--- config.mk ---
export PLATFORM = sky130hd
export DESIGN_NAME = serial_subtractor
export DESIGN_NICKNAME = d
export VERILOG_FILES = /design/src/rtl/serial_subtractor.sv
export SDC_FILE = /design/constraint.sdc
export NUM_CORES = 1
export LEC_CHECK = 0
export ABC_AREA = 1
export BUFFER_PORTS_ARGS = -buffer_cell sky130_fd_sc_hd__buf_2
export CELL_PAD_IN_SITES_DETAIL_PLACEMENT = 1
export CELL_PAD_IN_SITES_GLOBAL_PLACEMENT = 1
export CORE_ASPECT_RATIO = 1.75
export CORE_UTILIZATION = 40
export CTS_BUF_LIST = sky130_fd_sc_hd__clkbuf_4 sky130_fd_sc_hd__clkbuf_8
export CTS_CLUSTER_DIAMETER = 150
export CTS_CLUSTER_SIZE = 25
export DETAILED_ROUTE_END_ITERATION = 8
export PLACE_DENSITY = 0.9
export SLEW_MARGIN = 20
export SYNTH_ARGS = -nofsm -noshare
export SYNTH_HDL_FRONTEND = slang
export SYNTH_SLANG_ARGS = --single-unit
--- constraint.sdc ---
create_clock -name clk -period 2.9 [get_ports clk]
set_input_delay 0.145 -clock clk [delete_from_list [all_inputs] [get_ports clk]]
set_output_delay 0.145 -clock clk [all_outputs]
set_load 0.05 [all_outputs]
--- src/rtl/serial_subtractor.sv ---
`default_nettype none
// ============================================================================
// Module   : serial_subtractor
// Purpose  : Multi-cycle two's-complement subtractor computing
//            Diff = A - B - Bin, CHUNK bits per clock. The borrow chain is
//            cut into registered chunks so wide operands close timing at the
//            cost of WIDTH/CHUNK cycles of latency. Valid/ready handshake on
//            both the operand and the result side; one operation in flight.
// Ports    : clk        rising-edge clock
//            rst        asynchronous active-high reset
//            in_valid   operand pair present on A, B, Bin
//            in_ready   operand pair accepted this cycle when in_valid=1
//            A, B       minuend / subtrahend (WIDTH bits)
//            Bin        borrow-in
//            out_valid  result present on Diff, Bout, Ovf
//            out_ready  consumer takes the result this cycle
//            Diff       A - B - Bin modulo 2^WIDTH
//            Bout       unsigned borrow-out (A < B + Bin)
//            Ovf        signed overflow of A - B - Bin
// Revision : 1.0 - initial release
// ============================================================================

`ifndef W_COE
`define W_COE 8
`endif

module serial_subtractor #(
    parameter int WIDTH = `W_COE,
    parameter int CHUNK = 2     // WIDTH must be a multiple of CHUNK
) (
    input  logic             clk,
    input  logic             rst,
    input  logic             in_valid,
    output logic             in_ready,
    input  logic [WIDTH-1:0] A,
    input  logic [WIDTH-1:0] B,
    input  logic             Bin,
    output logic             out_valid,
    input  logic             out_ready,
    output logic [WIDTH-1:0] Diff,
    output logic             Bout,
    output logic             Ovf
);

    localparam int N  = WIDTH / CHUNK;
    localparam int KW = (N > 1) ? $clog2(N) : 1;
    localparam logic [KW-1:0]    K_LAST   = KW'(N - 1);
    localparam logic [WIDTH-1:0] LSB_MASK = WIDTH'({CHUNK{1'b1}});

    typedef enum logic [1:0] {
        IDLE = 2'd0,
        RUN  = 2'd1,
        DONE = 2'd2
    } state_t;

    state_t             state_q, state_d;
    logic               armed_q;
    logic [KW-1:0]      k_q, k_d;
    logic [WIDTH-1:0]   a_q, a_d;
    logic [WIDTH-1:0]   b_q, b_d;
    logic [WIDTH-1:0]   diff_q, diff_d;
    logic               borrow_q, borrow_d;
    logic               bout_q, bout_d;
    logic               ovf_q, ovf_d;

    logic [31:0]        base;
    logic [CHUNK-1:0]   a_chunk;
    logic [CHUNK-1:0]   b_chunk;
    logic [CHUNK:0]     step;

    // armed_q holds in_ready low while in reset and releases it only on the
    // first clock edge after reset is removed.
    always_ff @(posedge clk or posedge rst) begin
        if (rst) begin
            state_q  <= IDLE;
            armed_q  <= 1'b0;
            k_q      <= '0;
            a_q      <= '0;
            b_q      <= '0;
            diff_q   <= '0;
            borrow_q <= 1'b0;
            bout_q   <= 1'b0;
            ovf_q    <= 1'b0;
        end else begin
            state_q  <= state_d;
            armed_q  <= 1'b1;
            k_q      <= k_d;
            a_q      <= a_d;
            b_q      <= b_d;
            diff_q   <= diff_d;
            borrow_q <= borrow_d;
            bout_q   <= bout_d;
            ovf_q    <= ovf_d;
        end
    end

    // Current chunk slice; shifts avoid oversized part-select indices.
    always_comb begin
        base    = 32'(k_q) * 32'(CHUNK);
        a_chunk = CHUNK'(a_q >> base);
        b_chunk = CHUNK'(b_q >> base);
        // CHUNK+1 bit subtraction: the MSB is the borrow into the next chunk.
        step    = {1'b0, a_chunk} - {1'b0, b_chunk} - {{CHUNK{1'b0}}, borrow_q};
    end

    always_comb begin
        state_d  = state_q;
        k_d      = k_q;
        a_d      = a_q;
        b_d      = b_q;
        diff_d   = diff_q;
        borrow_d = borrow_q;
        bout_d   = bout_q;
        ovf_d    = ovf_q;

        case (state_q)
            IDLE: begin
                if (in_valid && in_ready) begin
                    a_d      = A;
                    b_d      = B;
                    borrow_d = Bin;
                    k_d      = '0;
                    state_d  = RUN;
                end
            end

            RUN: begin
                diff_d   = (diff_q & ~(LSB_MASK << base))
                         | (WIDTH'(step[CHUNK-1:0]) << base);
                borrow_d = step[CHUNK];
                k_d      = k_q + KW'(1);
                if (k_q == K_LAST) begin
                    k_d     = '0;
                    bout_d  = step[CHUNK];
                    // The last chunk holds the result MSB, so overflow is
                    // resolved on the same edge as the final borrow.
                    ovf_d   = (a_q[WIDTH-1] != b_q[WIDTH-1]) &&
                              (step[CHUNK-1] != a_q[WIDTH-1]);
                    state_d = DONE;
                end
            end

            DONE: begin
                if (out_ready) begin
                    state_d = IDLE;
                end
            end

            default: begin
                state_d = IDLE;
            end
        endcase
    end

    assign in_ready  = (state_q == IDLE) && armed_q;
    assign out_valid = (state_q == DONE);
    assign Diff      = diff_q;
    assign Bout      = bout_q;
    assign Ovf       = ovf_q;

endmodule

`default_nettype wire

After elaboration in Yosys (flattened, before gate mapping)
Cells that the tools add are included.
{"block": "totals", "ff_bits": 32, "input_bits": 21, "out_inout_bits": 12, "elab_cells": 45}
{"block": "classes", "reduce_logical": 9, "n_addsub": 3, "shifts": 4, "n_eq_ne": 8, "mux": 9, "n_bitwise": 3}
{"op": "$shr A8 B3 Y2", "count": 2}
{"op": "$mux W2", "count": 5}
{"op": "$and A8 B8 Y8", "count": 1}
{"op": "$not A8 Y8", "count": 1}
{"op": "$or A8 B8 Y8", "count": 1}
{"op": "$shl A2 B3 Y8", "count": 1}
{"op": "$shl A2 B3 Y8 const A", "count": 1}
{"op": "$pmux W2 S3", "count": 1}
{"op": "$reduce_and A2 Y1", "count": 3}
{"op": "$eq A2 B2 Y1 const B", "count": 2}
{"op": "$ne A2 B2 Y1 const B", "count": 2}
{"op": "$pmux W2 S2", "count": 1}
{"op": "$logic_and A1 B1 Y1", "count": 3}
{"op": "$reduce_and A3 Y1", "count": 1}
{"op": "$sub A2 B2 Y3", "count": 1}
{"op": "$sub A3 B1 Y3", "count": 1}
{"op": "$add A2 B1 Y2 const B", "count": 1}
{"op": "$eq A2 B1 Y1 const B", "count": 1}
{"op": "$logic_not A2 Y1", "count": 1}
{"op": "$ne A1 B1 Y1", "count": 2}
{"op": "$ne A2 B1 Y1 const B", "count": 1}
{"op": "$pmux W1 S2", "count": 1}
{"op": "$reduce_bool A2 Y1", "count": 1}
{"op": "$mux W1", "count": 1}

Depth between registers and ports, before layout
{"block": "logic_depth", "depth_word": 5, "mapped_depth": 13, "ltp_nobuf": 11}

Worst setup path after synthesis
OpenSTA, ideal clock, no wires.
{"block": "synth_path", "path_type": "reg2reg", "startpoint": "register k_q[0]", "endpoint": "register ovf_q (netlist: Ovf)", "slack_ps": 618, "t_arrival_ps": 2216, "stages_incl_launch_ff": 12, "path_buffers": 2, "period_less_slack_ps": 2282, "setup_time_ps": 66, "required_ps": 2834, "cell_sequence": "dfrtp_1 -> buf_4 -> inv_2 -> buf_4 -> o21ai_0 -> o21ai_0 -> fa_1 -> fa_1 -> inv_1 -> o21ai_0 -> nand3_1 -> nand2_1"}
{"block": "synth_between", "elab_chain_cells": 5, "word_cells_on_any_way": 8, "cone_classes": "add/sub: 2; eq/ne: 2; shift: 2; reduce/logical: 2"}
{"element": "from (decl)", "line_no": "58", "source": "logic [KW-1:0] k_q, k_d;"}
{"element": "from (signal assigned)", "line_no": "87", "source": "k_q <= k_d;"}
{"element": "$shr A8 B3 Y2 (on tied branches)", "line_no": "100, 101"}
{"element": "$sub A2 B2 Y3", "line_no": "103", "source": "step = {1'b0, a_chunk} - {1'b0, b_chunk} - {{CHUNK{1'b0}}, borrow_q};"}
{"element": "$sub A3 B1 Y3", "line_no": "103"}
{"element": "$ne A1 B1 Y1", "line_no": "138", "source": "(step[CHUNK-1] != a_q[WIDTH-1]);"}
{"element": "$logic_and A1 B1 Y1", "line_no": "137", "source": "ovf_d = (a_q[WIDTH-1] != b_q[WIDTH-1]) &&"}
{"element": "to (signal assigned)", "line_no": "93", "source": "ovf_q <= ovf_d;"}
{"element": "to (decl)", "line_no": "64", "source": "logic ovf_q, ovf_d;"}
Parallel ways exist; a longest one is shown, timed or not.
A chain may end at the register's enable or synchronous reset.

Final worst setup path
{"block": "layout_path", "startpoint": "register k_q[1]", "endpoint": "register ovf_q (netlist: Ovf)"}
Same word-level chain as after synthesis.

==> impl_results.md <==
- WL/cell: 13.00 um
- Synth cell types: 22
- Fin crit period: 2.628 ns
- Worst hold path type: in -> reg
- Slew @ Worst Pin: 0.5105 ns
- Clk sinks: 32
- Vias in the first global route: roughly 1.3k
- Rel. slew slack: 65.97%
- Critical path's largest stage delay: 0.57 ns
- Std-Cell Rows: 30
- N_diodes: 0
- Share of the synthesized area in the top cell type: 48.67%
- Post-place setup slack: ~0.33 ns
- Final Cell Area: roughly 0.0019 mm2
- Fmax: between 300 and 400 MHz
- TritonCTS buffer count: 5
- Multi-input logic area: 675.6 um2
- Starting Density: 42.15%
- Largest net degree at the start of global routing: 38
- Setup WS post-layout: roughly 0.27 ns
- Cell taking the most area after synthesis: dfrtp_1
- CP Data Required Time: 3.12 ns
- PortBufs: 32
- Synth warnings: 0
- Post-Synthesis Cells: 188
- Grt total ovfl: 0
- Fin util: 48.78%
- Pwr Density: ~1300 mW/mm2
- Fin crit share: 90.64%
- Critical-path top delay cell: dfrtp_1
- CTS Buffer Depth: 2
- Fraction of layout cells with a size suffix above 1: 27.93%
- CTS tree: done
- Final Skew: 0.006792 ns
- Crit-path cells: clkinvlp_4 -> o21ai_0 -> o21ai_0 -> fa_1 -> fa_1 -> inv_1 -> o21ai_0 -> nand3_1 -> nand2_1
- Placed Instances: 262
- Lkg Pwr: 1.022 nW
- Core Area: about 0.0039 mm2
- Peak VDD IR: 0.5228 mV
- ANT nets after route: 0
- Initial antenna violation count: 0
- Synth-to-Final Area Change: 15.74%
- Count of final hold-check violations: 0
- DRC: 0
- Setup TNS: 0 ns
- Postcts setup bufs: 0
- Total power: between 2 and 2.5 mW
- CP endpoint kind: flop
- CTS clk-pin slew, worst paths: 0.06 ns
- Filler instances: a little under 500
- Total die area: 0.004384 mm2
- Largest family of logic cells by synthesized area: simple AND/OR/NAND/NOR gates
- Max cap viols: 0
- H-tree depth: 2
- Drt via density: 4.870
- Hold WS: 0.04828 ns
- Mux cell area share after synthesis: 0%
- Clk root buf: clkbuf_8
- TritonRoute pass-1 iters: 4
- Area post-placement: between 0.0015 and 0.002 mm2
- Status: finished clean
- Final wirelength: 3.511 mm
- CP most frequent cell: o21ai_0
- Num ports: 33
- GR Util All Layers: 18.86%
- RSZ-0062 raised after global routing: no
- Die height: 86.84 um
- Mapped Avg Cell Area: 8.752 um2
- Seq/Total Area, Yosys: between 40% and 50%
- Hpwl dp: 2.560 mm
- CP max FO: 10
- Worst-Skew Late Latency: 0.28 ns
- Iter 0 DRT Violations: 17
- XOR/XNOR Fraction of Synth Area: 0%
- Compound-Gate Fraction of Synth Area: 15.36%
- Endpoints failing setup: 0
- FF+latch area: 800.8 um2
- Critical Path AT: 2.85 ns
- Die W: 50.48 um
- Adder-cell share of the synthesized area: 5.475%
- Area of the mapped netlist: 0.001645 mm2
- Total number of vias: 1,315
- First-pass GRT wire length: roughly 6.1 mm
- Total Nets Final: 249
- Mapped Nets: between 200 and 250
- Final slew viol count: 0
- #FFs+latches synth: 32
- Routability cong.: 0.7434
- WS Path Type: reg -> reg
- Crit start category: flop
- Non-filler cells, final: 270
- Post-Synth Simple-Gate Area: approximately 20%
- Top cells by area, synth: dfrtp_1 49%, nand2_1 11%, o21ai_2 8.5%
final cells by class:
cell class / instances / area share [%]
Clock inverter: 1 / 0.2628
Clock buffer: 6 / 4.008
Tap cell: 48 / 3.154
Multi-Input combinational cell: 121 / 35.48
Timing Repair Buffer: 34 / 9.330
Inverter: 28 / 5.716
Sequential cell: 32 / 42.05
flip-flops by register name, indices dropped and copies added (netlist names):
| signal | cells |
|---|---|
| Diff | 8 |
| a_q | 8 |
| b_q | 8 |
| k_q | 2 |
| state_q | 2 |
| Bout | 1 |
| Ovf | 1 |
| armed_q | 1 |
| borrow_q | 1 |
report_power, final:
part	internal [mW]	switching, mW
combinational	0.394	0.866
clock	0.172	0.151
sequential	0.650	0.168
critical path, delay by kind of cell, from the launching register on:
| kind | cells | cell delay (ns) |
|---|---|---|
| buffers and inverters | 2 | 0.36 |
| AND/OR/NAND/NOR | 2 | 0.22 |
| AO/OA/AOI/OAI | 3 | 0.45 |
| adder cells (fa/ha/maj) | 2 | 0.97 |
| flip-flops | 1 | 0.57 |
cell usage after synthesis, drive strengths merged:
cell / number
clkinv: 1
nand3: 12
o21ai: 35
nor2: 12
o31ai: 1
nand2: 50
ha: 4
inv: 27
dfrtp: 32
or2: 1
conb: 1
nor3b: 1
a21oi: 2
fa: 2
buf: 7
layout by cell type, fill, tap and decap left out, types with 2 or more instances in the layout:
cell type,n
nand2_1,50
dfrtp_1,32
buf_2,32
inv_1,26
o21ai_0,17
o21ai_2,16
nand3_1,11
nor2_1,10
clkbuf_8,5
ha_1,4
o21ai_1,2
a21oi_1,2
fa_1,2
per-layer routing:
metal	vias to the layer above	track usage, %	share of wire, %
met1	627	20.61	40
met4	0	9.596	2.8
met2	28	33.21	54
li1	650	-	-
met3	10	4.386	3.3
met5	-	0	0
logic make-up (layout without fill, tap and decap cells):
logic type | Yosys count | in the layout
and+or+nand+nor | 76 | 76
buffers and inverters | 35 | 69
DFF | 32 | 32
other | 1 | 1
AOI/OAI and AO/OA | 38 | 38
adders and majority gates | 6 | 6
what timing repair did:
item | 4_1_cts | 5_1_grt
hold endpoints to repair | 32 | 0
gates resized for setup | 0 | 1
endpoints found under the setup margin | 0 | 1
hold buffers | 1 | 0
path summary, 6_finish.rpt:
path | from | cells past startpoint | slack [ns] | to
setup / recovery | k_q[1] | 9 | 0.27 | Ovf
min in group asynchronous | rst | 4 | 0.50 | Diff[4]
setup reg to reg | k_q[1] | 9 | 0.27 | Ovf
hold / removal | out_ready | 2 | 0.05 | state_q[1]
max in group asynchronous | rst | 4 | 2.11 | a_q[3]
hold reg to reg | Diff[6] | 2 | 0.48 | Diff[6]
(Power assumes the default switching activity.)
